File: src/rtl/mem_readback.sv
// mem_readback -- reads a block of words from a synchronous memory once the
// processor reports HALTED, and presents each word on a valid/ready output.
//
// State table
//   state       | meaning
//   S_IDLE      | waiting for start; zero-count start pulses done here
//   S_WAIT_HALT | transfer accepted, waiting for halted=1
//   S_READ      | one-cycle memory read strobe at the address counter
//   S_WAIT_DATA | read data arrives; captured into the output register
//   S_OUTPUT    | word held on out_* until the valid/ready handshake
//
// Ports
//   clk1, rst        : clock, synchronous active-high reset
//   start            : one-cycle readback request (honoured only in S_IDLE)
//   halted           : processor HALTED flag, gates the first read only
//   base_addr        : first word address, sampled on accepted start
//   word_count       : words to read (0 .. 2^ADDR_W), sampled on accepted start
//   mem_rd_en/addr   : memory read port; mem_rd_data valid one cycle later
//   out_valid/ready  : output handshake for out_data/out_addr
//   busy             : high whenever not in S_IDLE
//   done             : one-cycle pulse at the end of a readback
module mem_readback #(
  parameter int ADDR_W = 10,
  parameter int DATA_W = 32
) (
  input  logic              clk1,
  input  logic              rst,
  input  logic              start,
  input  logic              halted,
  input  logic [ADDR_W-1:0] base_addr,
  input  logic [ADDR_W:0]   word_count,
  output logic              mem_rd_en,
  output logic [ADDR_W-1:0] mem_rd_addr,
  input  logic [DATA_W-1:0] mem_rd_data,
  output logic              out_valid,
  input  logic              out_ready,
  output logic [DATA_W-1:0] out_data,
  output logic [ADDR_W-1:0] out_addr,
  output logic              busy,
  output logic              done
);

  typedef enum logic [2:0] {
    S_IDLE,
    S_WAIT_HALT,
    S_READ,
    S_WAIT_DATA,
    S_OUTPUT
  } state_t;

  state_t              state_q, state_d;
  logic [ADDR_W-1:0]   addr_q, addr_d;
  logic [ADDR_W:0]     remaining_q, remaining_d;
  logic                out_valid_q, out_valid_d;
  logic [DATA_W-1:0]   out_data_q, out_data_d;
  logic [ADDR_W-1:0]   out_addr_q, out_addr_d;
  logic                done_q, done_d;

  always_comb begin
    state_d     = state_q;
    addr_d      = addr_q;
    remaining_d = remaining_q;
    out_valid_d = out_valid_q;
    out_data_d  = out_data_q;
    out_addr_d  = out_addr_q;
    done_d      = 1'b0;

    case (state_q)
      S_IDLE: begin
        if (start) begin
          addr_d      = base_addr;
          remaining_d = word_count;
          if (word_count == '0) begin
            done_d = 1'b1;
          end else begin
            state_d = S_WAIT_HALT;
          end
        end
      end
      S_WAIT_HALT: begin
        if (halted) begin
          state_d = S_READ;
        end
      end
      S_READ: begin
        state_d = S_WAIT_DATA;
      end
      S_WAIT_DATA: begin
        out_data_d  = mem_rd_data;
        out_addr_d  = addr_q;
        out_valid_d = 1'b1;
        state_d     = S_OUTPUT;
      end
      S_OUTPUT: begin
        if (out_valid_q && out_ready) begin
          out_valid_d = 1'b0;
          remaining_d = remaining_q - 1'b1;
          // Address counter wraps naturally at 2^ADDR_W.
          addr_d      = addr_q + 1'b1;
          if (remaining_q == {{ADDR_W{1'b0}}, 1'b1}) begin
            done_d  = 1'b1;
            state_d = S_IDLE;
          end else begin
            state_d = S_READ;
          end
        end
      end
      default: begin
        state_d = S_IDLE;
      end
    endcase
  end

  always_ff @(posedge clk1) begin
    if (rst) begin
      state_q     <= S_IDLE;
      addr_q      <= '0;
      remaining_q <= '0;
      out_valid_q <= 1'b0;
      out_data_q  <= '0;
      out_addr_q  <= '0;
      done_q      <= 1'b0;
    end else begin
      state_q     <= state_d;
      addr_q      <= addr_d;
      remaining_q <= remaining_d;
      out_valid_q <= out_valid_d;
      out_data_q  <= out_data_d;
      out_addr_q  <= out_addr_d;
      done_q      <= done_d;
    end
  end

  assign mem_rd_en   = (state_q == S_READ);
  assign mem_rd_addr = addr_q;
  assign out_valid   = out_valid_q;
  assign out_data    = out_data_q;
  assign out_addr    = out_addr_q;
  assign busy        = (state_q != S_IDLE);
  assign done        = done_q;

endmodule

File: config.mk
export PLATFORM = sky130hd
export DESIGN_NAME = mem_readback
export DESIGN_NICKNAME = d
export VERILOG_FILES = /design/src/rtl/mem_readback.sv
export SDC_FILE = /design/constraint.sdc
export NUM_CORES = 1
export LEC_CHECK = 0
export ABC_AREA = 1
export BUFFER_PORTS_ARGS = -buffer_cell sky130_fd_sc_hd__buf_4
export CAP_MARGIN = 20
export CORE_AREA = 2 2 80 82
export CTS_BUF_LIST = sky130_fd_sc_hd__clkbuf_4 sky130_fd_sc_hd__clkbuf_8 sky130_fd_sc_hd__clkbuf_16
export DETAILED_ROUTE_END_ITERATION = 7
export DIE_AREA = 0 0 82 84
export GPL_TIMING_DRIVEN = 0
export HOLD_SLACK_MARGIN = 0.1
export PLACE_DENSITY = 0.83
export SYNTH_ARGS = -nofsm -noshare
export SYNTH_HDL_FRONTEND = slang
export SYNTH_SLANG_ARGS = --single-unit
File: constraint.sdc
create_clock -name clk1 -period 3.16 [get_ports clk1]
set_clock_uncertainty 0.15 [all_clocks]
set_input_delay 0.632 -clock clk1 [delete_from_list [all_inputs] [get_ports clk1]]
set_output_delay 0.632 -clock clk1 [all_outputs]
set_load 0.02 [all_outputs]
Word-level counts from Yosys, hierarchy flattened. Index checks and enable logic that the tools add are counted.

Flip-flop bits (word level): 68. Input port bits: 58. Output and inout bits: 56.

Add/subtract/negate cells: 2. Eq/ne operators: 9. Mux-type cells: 19. Reductions and logical operators: 9.

Operators by type and width (count): $mux W11 (2); $pmux W11 S2 (1); $mux W10 (2); $pmux W10 S2 (1); $pmux W3 S5 (1); $mux W3 (4); $eq A11 B1 Y1 const B (1); $logic_not A11 Y1 (1); $sub A11 B1 Y11 const B (1); $add A10 B1 Y10 const B (1); $ne A2 B2 Y1 const B (4); $eq A3 B2 Y1 const B (2); $mux W1 (5); $pmux W1 S2 (2); $reduce_and A4 Y1 (1); $reduce_bool A2 Y1 (2); $eq A3 B1 Y1 const B (1); $eq A3 B3 Y1 const B (1); $logic_not A3 Y1 (1); $reduce_and A3 Y1 (1); $reduce_bool A3 Y1 (1); $mux W2 (1); $reduce_and A2 Y1 (1); $logic_and A1 B1 Y1 (1).

Depth between registers and ports, before layout. Gate-level depths: netlist of run 1.

Depth after elaboration: 4. Mapped depth: 10. Gate-level depth less buffers: 9.

Least setup slack after synthesis of run 1. Ideal clock, no wire load.

Kind: flip-flop to output port. From: register state_q[2]. To: output mem_rd_en. Arrival time: 914 ps. Data required time: 2378 ps. Slack: 1464 ps. Stages on the path, launching flop included: 6. Buffers on the path: 2. Cells stage by stage: dfxtp_1 > buf_6 > buf_2 > nor2_1 > nand2_1 > inv_1.

Cells in the longest elaborated chain, start to end: 1.

Ends and longest elaborated chain: from (decl) (RTL line 51) `state_t state_q, state_d;`; from (signal assigned) (RTL line 124) `state_q <= state_d;`; $eq A3 B2 Y1 (RTL line 134) `assign mem_rd_en = (state_q == S_READ);`; to (decl) (RTL line 32) `output logic mem_rd_en,`.

No other way between the ends.

Worst setup path after layout of run 1. Ends and elaborated chain as after synthesis.

==> run summary, run 1 <==
Run status: complete, no violations
RSZ-0062 raised after global routing: no
Via density per instance: 5.24
Initial drt markers: 163
Die area: 6890 µm²
FF+latch area: 1360 µm²
Power per cell area: 582 nW/µm²
WP buf/inv: 4
H-tree levels: 3
Post-synth ARST share: 0%
Root buffer cell: clkbuf_8
TritonCTS clock tree: built
Post-Synthesis Cell Area: 3110 µm²
Resize count post-CTS: 0
# rows: 29
VDD IR max: 0.418 mV
First-pass GRT wire length: 14.9 mm
CP max stage cell: dfxtp_1
CP Data Arrival Time: 1.43 ns
Slowest stage delay, CP: 0.32 ns
EDFF count, synth: 0
CTS Buf Count: 9
DP Wirelength: 6.90 mm
Minimum clock period: 2.21 ns
Syn avg cell area: 6.84 µm²
Kind of critical path: reg -> out
Clk buf depth: 2
Startpoint Class: register
Dpl ws: 1.22 ns
P&R area growth vs syn: 37.5%
Most common cell after layout, fill and taps aside: nor2_1
I/O pin count: 114
Synth warnings: 0
Cell family with the largest share of critical-path delay: buffers and inverters
Post-CTS Hold Buffers: 0
Multi-input gate area: 1510 µm²
Diodes inserted: 0
Overall routed net length: 9.29 mm
Avg WL per Cell: 14.1 µm
DRC: 0
Gr usage total: 27.9%
Power Total: 2.49 mW
Critical Path Sink Type: output port
Core area: 6100 µm²
Mapped Nets: 516
Synthesized instance count: 455
# fillers: 518
Largest net degree at the start of global routing: 12
Period utilisation layout: 69.9%
ANT nets after route: 0
Hold Fails Final Rpt: 0
Sequential element share of the synthesized area: 43.7%
Final setup viols: 0
Worst setup margin: 0.952 ns
Hold crit path type: in -> reg
Crit path max fanout: 10
Setup TNS: 0 ns
Layout cells sized above 1: 26.2%
Via Count: 3459
Seq cells post-synth: 68
Most frequent cells in the layout: nor2_1, buf_4, nand2_1
1st-pass router iterations: 4
Worst Path Required: 2.38 ns
Clock sink count: 68
Slew of the pin with the lowest slew margin: 0.561 ns
Clock transition at path regs: 0.07 ns
Slew headroom: 62.6%
Die Ht: 84 µm
WHS: 0.327 ns
Synth Flop Type: dfxtp_1
Crit-path cells: buf_6 > buf_2 > nor2_1 > nand2_1 > inv_1 > buf_4
Clock Latency Late Sink: 0.35 ns
Die W: 82 µm
Peak Freq: 0.453 GHz
Initial core utilization: 51.1%
Initial antenna violation count: 0
Setup Buffers After CTS: 0
Static leakage: 2.07 nW
IO Port Bufs: 113
Global route total overflow: 0
Max cap viols: 0
Placer Congestion: 0.904
Slew Limit Fails: 0
Layout Nets: 640
Post-synth cell types: 27
Vias in the first global route: 3306
Core Util, Final: 70.3%
cell usage after synthesis (2+ instances only):
library cell | instances | area share, %
buf_4 | 4 | 0.96
ha_1 | 3 | 1.2
buf_6 | 3 | 1.1
inv_2 | 5 | 0.60
nor2_1 | 121 | 15
o22ai_1 | 2 | 0.40
and3_1 | 2 | 0.40
nand2_2 | 2 | 0.40
nor3_1 | 6 | 0.96
dfxtp_1 | 68 | 44
nand3_1 | 16 | 2.6
o211ai_1 | 2 | 0.48
nand4_1 | 4 | 0.80
inv_1 | 23 | 2.8
o21a_1 | 2 | 0.48
buf_2 | 6 | 0.96
clkbuf_1 | 12 | 1.4
o21bai_1 | 2 | 0.48
nand2_1 | 72 | 8.7
a21oi_1 | 29 | 4.7
o21ai_0 | 65 | 10
registers in the layout, summed over array words and instances, names as in the netlist:
| register | count |
|---|---|
| out_valid | 1 |
| mem_rd_addr | 10 |
| remaining_q | 11 |
| state_q | 3 |
| out_data | 32 |
| out_addr | 10 |
| done | 1 |
routing by layer:
layer | global-route usage [%] | part of all wire, %
met4 | 13.0 | 2.5
met1 | 32.8 | 42
met5 | 0 | 0
met2 | 44.9 | 47
met3 | 9.42 | 8.6
cell type report:
class / instances / area share, %
sequential: 68 / 31.8
tap: 77 / 2.25
buffer: 25 / 3.24
clock buffer: 11 / 3.53
inverter: 28 / 2.45
timing repair buffer: 113 / 19.8
multi-input combinational: 334 / 35.2
clock inverter: 4 / 1.69
through the flow:
step                      area, µm²  std cells
after floorplan                3110        455
after global placement         4060        645
after detailed placement       4060        645
after CTS                      4280        660
after global routing           4280        660
final                          4280        660
cell families after synthesis:
kind of cell,Yosys count,share of synthesized area [%]
compound gates,103,17.2
buf+inv,53,7.83
fa+ha+maj,3,1.21
simple gates,228,30.0
flops,68,43.7
report_power, final:
group | switching, mW | total (mW) | leakage [nW] | internal [mW]
sequential | 0.0770 | 1.02 | 0.554 | 0.940
clock | 0.332 | 0.814 | 0.111 | 0.482
combinational | 0.396 | 0.663 | 1.40 | 0.267
path summary, 6_finish.rpt:
path | to | cells after the start | start | slack, ns
max reg2reg | remaining_q[10] | 9 | remaining_q[0] | 1.54
min | state_q[1] | 2 | rst | 0.33
max | mem_rd_en | 6 | state_q[2] | 0.95
min reg2reg | mem_rd_addr[9] | 2 | mem_rd_addr[9] | 0.35
Note: power is estimated with default switching activity, not from simulation.
==> run 2, diff against run 1 <==
- CORE_AREA: 2 2 80 82 -> 2 2 88 90
- DIE_AREA: 0 0 82 84 -> 0 0 90 92
- PLACE_DENSITY: 0.83 -> 0.73
- clock period: 3.16 -> 1.8 ns (I/O delays scaled with it)
==> run 2 against run 1 <==
Via count rose by 4.0%. Power increased by 67%. Global-route usage is 3.3 points lower. Sequential power increased by 75%. Clock-buffer cell count is 1 lower. Wire length is 6.8% higher. Die area up 20%. Highest routed layer unchanged.
==> run summary, run 2 (same netlist as run 1, synthesis figures left out) <==
RSZ-0062 raised after global routing: no
First-pass GRT wire length: 16.5 mm
Initial drt markers: 231
Avg WL per Cell: 13.8 µm
Via Count: 3596
CP startpoint: state_q[2]
Worst Path Required: 1.29 ns
Slew of the pin with the lowest slew margin: 0.530 ns
Die W: 90 µm
Min-Delay Startpoint: rst
Placer Congestion: 0.943
RR Startpoint: state_q[2]
# rows: 32
1st-pass router iterations: 5
Die area: 8280 µm²
ANT nets after route: 0
Peak Freq: 0.578 GHz
Hold Fails Final Rpt: 0
DRC: 0
Layout cells sized above 1: 25.2%
CP Data Arrival Time: 1.22 ns
Diodes inserted: 0
Clock sink count: 68
Max reg flops: 32
TritonCTS clock tree: built
Kind of critical path: reg -> out
Setup TNS: 0 ns
Slew Limit Fails: 0
Setup Buffers After CTS: 0
Largest net degree at the start of global routing: 17
Clock transition at path regs: 0.07 ns
Power per cell area: 909 nW/µm²
Root buffer cell: clkbuf_8
Via density per instance: 5.02
Fin area: 4590 µm²
Crit path max fanout: 16
Final setup viols: 0
Area post-placement: 4090 µm²
Slew headroom: 64.7%
Period utilisation layout: 96.1%
Clk buf depth: 2
Run status: complete, no violations
Static leakage: 2.18 nW
P&R area growth vs syn: 47.3%
Most frequent cells in the layout: nor2_1, buf_4, nand2_1
Max cap viols: 0
Hold crit path type: in -> reg
Global route total overflow: 0
Die Ht: 92 µm
Core area: 7450 µm²
Initial core utilization: 41.8%
I/O pin count: 114
DP Wirelength: 6.90 mm
VDD IR max: 0.537 mV
Vias in the first global route: 3563
WHS: 0.137 ns
Most common cell after layout, fill and taps aside: nor2_1
Initial antenna violation count: 0
IO Port Bufs: 113
Startpoint Class: register
Layout Nets: 671
CTS Buf Count: 9
Critical Path Sink Type: output port
Core Util, Final: 61.6%
Minimum clock period: 1.73 ns
Clock Latency Late Sink: 0.35 ns
Overall routed net length: 9.93 mm
Gr usage total: 24.6%
H-tree levels: 3
## run 2: changes by cell type in the layout (fill, tap and decap cells not counted), sizes merged
cell         change
clkinv           +4
clkbuf           -1
buf              -1
bufinv           -2
dlygate4sd3     +32
## run 2: path summary, 6_finish.rpt
check,to,slack [ns],depth (start not counted)
min,done,0.14,3
max,mem_rd_en,0.07,5
min reg2reg,remaining_q[2],0.36,2
max reg2reg,out_data[19],0.15,5
## run 2: final cells by class
type	instances	area, µm²
fill	705	2860
multi-input combinational	334	1510
sequential	68	1360
timing repair buffer	145	1170
clock buffer	10	138
buffer	24	135
tap	102	128
inverter	28	105
clock inverter	6	40.0
## run 2: power breakdown
part           total (mW)  internal [mW]  switching [mW]
Sequential           1.79           1.65           0.140
Clock                1.16          0.534           0.622
Combinational        1.22          0.515           0.709
Total                4.17           2.70            1.47
## run 2: worst max-delay path: stages, from the launching register on
cell and delay (ns):
dfxtp_1 0.31, buf_6 0.16, nor2_2 0.12, nand2_1 0.08, inv_1 0.07, buf_4 0.13
## run 2: metrics by stage
stage	setup WS (ns)	power (mW)	std cells
after floorplan	0.333	2.52	455
after global placement	0.122	2.95	670
after detailed placement	0.0874	2.97	670
after CTS	0.0350	4.16	716
after global routing	0.000743	4.41	717
final	0.0704	4.17	717
## run 2: per-layer routing
layer	share of wire (%)	vias up	global-route usage, %
li1	-	1781	-
met1	42	1658	29.6
met2	47	141	40.2
met3	8.6	16	9.86
met4	1.7	0	8.08
met5	0	-	0
## run 2: repair_timing
item / CTS / global route
resized for setup: 0 / 3
hold buffers: 31 / 1
endpoints found under the setup margin: 1 / 2
endpoints found under the hold margin: 31 / 1
==> run 3, diff against run 2 <==
- BUFFER_PORTS_ARGS: -buffer_cell sky130_fd_sc_hd__buf_4 -> -buffer_cell sky130_fd_sc_hd__buf_2
==> run 3 against run 2 <==
Worst hold slack lost 0.031 ns. First-iteration DRC count fell by 23%. Maximum frequency barely moved. Sequential power hardly changed. Power down 0.14%. Clock-buffer cell count grew 1. Via count fell by 1.9%. Cell count fell by 0.14%. Combinational power decreased by 7%. Setup slack better by 0.0013 ns. Die area unchanged. Sequential share of layout area is 1.9 points higher. Critical path type unchanged. Largest power group unchanged.
==> run summary, run 3 (same netlist as run 1, synthesis figures left out) <==
Initial drt markers: 179
Fin area: 4320 µm²
Max reg flops: 32
Power per cell area: 965 nW/µm²
Startpoint Class: register
Min-Delay Startpoint: mem_rd_data[0]
Slew of the pin with the lowest slew margin: 0.518 ns
Minimum clock period: 1.73 ns
Clock transition at path regs: 0.07 ns
DP Wirelength: 6.59 mm
1st-pass router iterations: 5
Run status: complete, no violations
Cell family with the largest share of critical-path delay: buffers and inverters
IO Port Bufs: 113
Slowest stage delay, CP: 0.34 ns
Clk buf depth: 2
# rows: 32
Static leakage: 2.14 nW
Most frequent cells in the layout: nor2_1, buf_2, nand2_1
Max cap viols: 0
Die Ht: 92 µm
Avg WL per Cell: 13.3 µm
ANT nets after route: 0
Initial antenna violation count: 0
RSZ-0062 raised after global routing: no
Layout Nets: 670
Root buffer cell: clkbuf_8
Critical Path Sink Type: output port
Overall routed net length: 9.51 mm
Kind of critical path: reg -> out
Crit path max fanout: 16
Diodes inserted: 0
VDD IR max: 0.641 mV
Via density per instance: 4.93
Slew Limit Fails: 0
P&R area growth vs syn: 38.6%
Die W: 90 µm
Hold Fails Final Rpt: 0
FF+latch area: 1360 µm²
Via Count: 3528
WP buf/inv: 3
Placer Congestion: 0.974
Die area: 8280 µm²
Area post-placement: 3810 µm²
CP max stage cell: dfxtp_1
CTS Buf Count: 9
Peak Freq: 0.579 GHz
Core area: 7450 µm²
TritonCTS clock tree: built
Clock sink count: 68
Min-Delay Path Depth: 3
# fillers: 697
Slew headroom: 65.5%
H-tree levels: 3
Worst r2r dst: out_data[10]
Setup Buffers After CTS: 0
First-pass GRT wire length: 16.0 mm
Period utilisation layout: 96.0%
Gr usage total: 23.6%
Largest net degree at the start of global routing: 17
Hold endpoint: out_data[0]
Vias in the first global route: 3508
CP Data Arrival Time: 1.22 ns
Reg2Reg Setup Slack: 0.19 ns
RR Startpoint: state_q[2]
I/O pin count: 114
Multi-input gate area: 1510 µm²
Crit-path cells: buf_8 > inv_2 > nand2_1 > buf_2
Setup TNS: 0 ns
DRC: 0
Global route total overflow: 0
Clock Latency Late Sink: 0.35 ns
Final setup viols: 0
Layout cells sized above 1: 25.4%
Initial core utilization: 41.8%
Hold crit path type: in -> reg
Worst Reg2Reg Path Length in Cells: 6
Most common cell after layout, fill and taps aside: nor2_1
Worst Path Required: 1.29 ns
run 3: repair_timing:
action | 4_1_cts | 5_1_grt
cloned | 0 | 0
resized for setup | 1 | 5
hold endpoints to repair | 31 | 0
hold buffers | 31 | 0
setup endpoints to repair | 1 | 5
run 3: worst reg2reg max path: cells and delay by family, from the launching register on:
kind                   cells  cell delay [ns]
buffers and inverters      3             0.54
and+or+nand+nor            3             0.49
DFF                        1             0.32
run 3: how the worst max path moves through the flow:
stage          cells past startpoint            from        endpoint  slack, ns
2_1_floorplan                      7  mem_rd_addr[1]  mem_rd_addr[8]       0.33
3_3_place_gp                       6             rst     out_addr[0]       0.12
3_5_place_dp                       6             rst     out_addr[2]       0.09
4_1_cts                            5      state_q[2]       mem_rd_en       0.04
5_1_grt                            5      state_q[2]       mem_rd_en      0.003
6_report                           4      state_q[2]            busy       0.07
run 3: area by class of cell:
type	count	share of cell area (%)
Tap cell	102	2.96
Buffer	24	3.22
Timing Repair Buffer	144	20.3
Inverter	28	2.43
Clock inverter	5	1.22
Multi-Input combinational cell	334	35.1
Clock buffer	11	3.22
Sequential cell	68	31.5
run 3: power breakdown:
group | internal (mW) | switching (mW)
Combinational | 0.429 | 0.701
Sequential | 1.65 | 0.134
Clock | 0.664 | 0.587
run 3: per-layer routing:
layer / vias to the layer above / share of wire (%) / global-route usage (%)
li1: 1783 / - / -
met1: 1604 / 43 / 27.8
met2: 131 / 47 / 40.7
met3: 10 / 8.5 / 8.30
met4: 0 / 1.2 / 6.41
met5: - / 0 / 0
run 3: through the flow:
stage / setup WS, ns / hold slack (ns) / power, mW / utilization (%) / std cells
floorplan: 0.333 / 0.279 / 2.52 / - / 455
detailed placement: 0.0870 / 0.336 / 2.87 / 51.1 / 670
global route: 0.00333 / 0.125 / 4.41 / 58.0 / 716
CTS: 0.0416 / 0.101 / 4.15 / 57.8 / 716
global placement: 0.124 / 0.333 / 2.85 / 51.1 / 670
finish: 0.0717 / 0.106 / 4.17 / 58.0 / 716
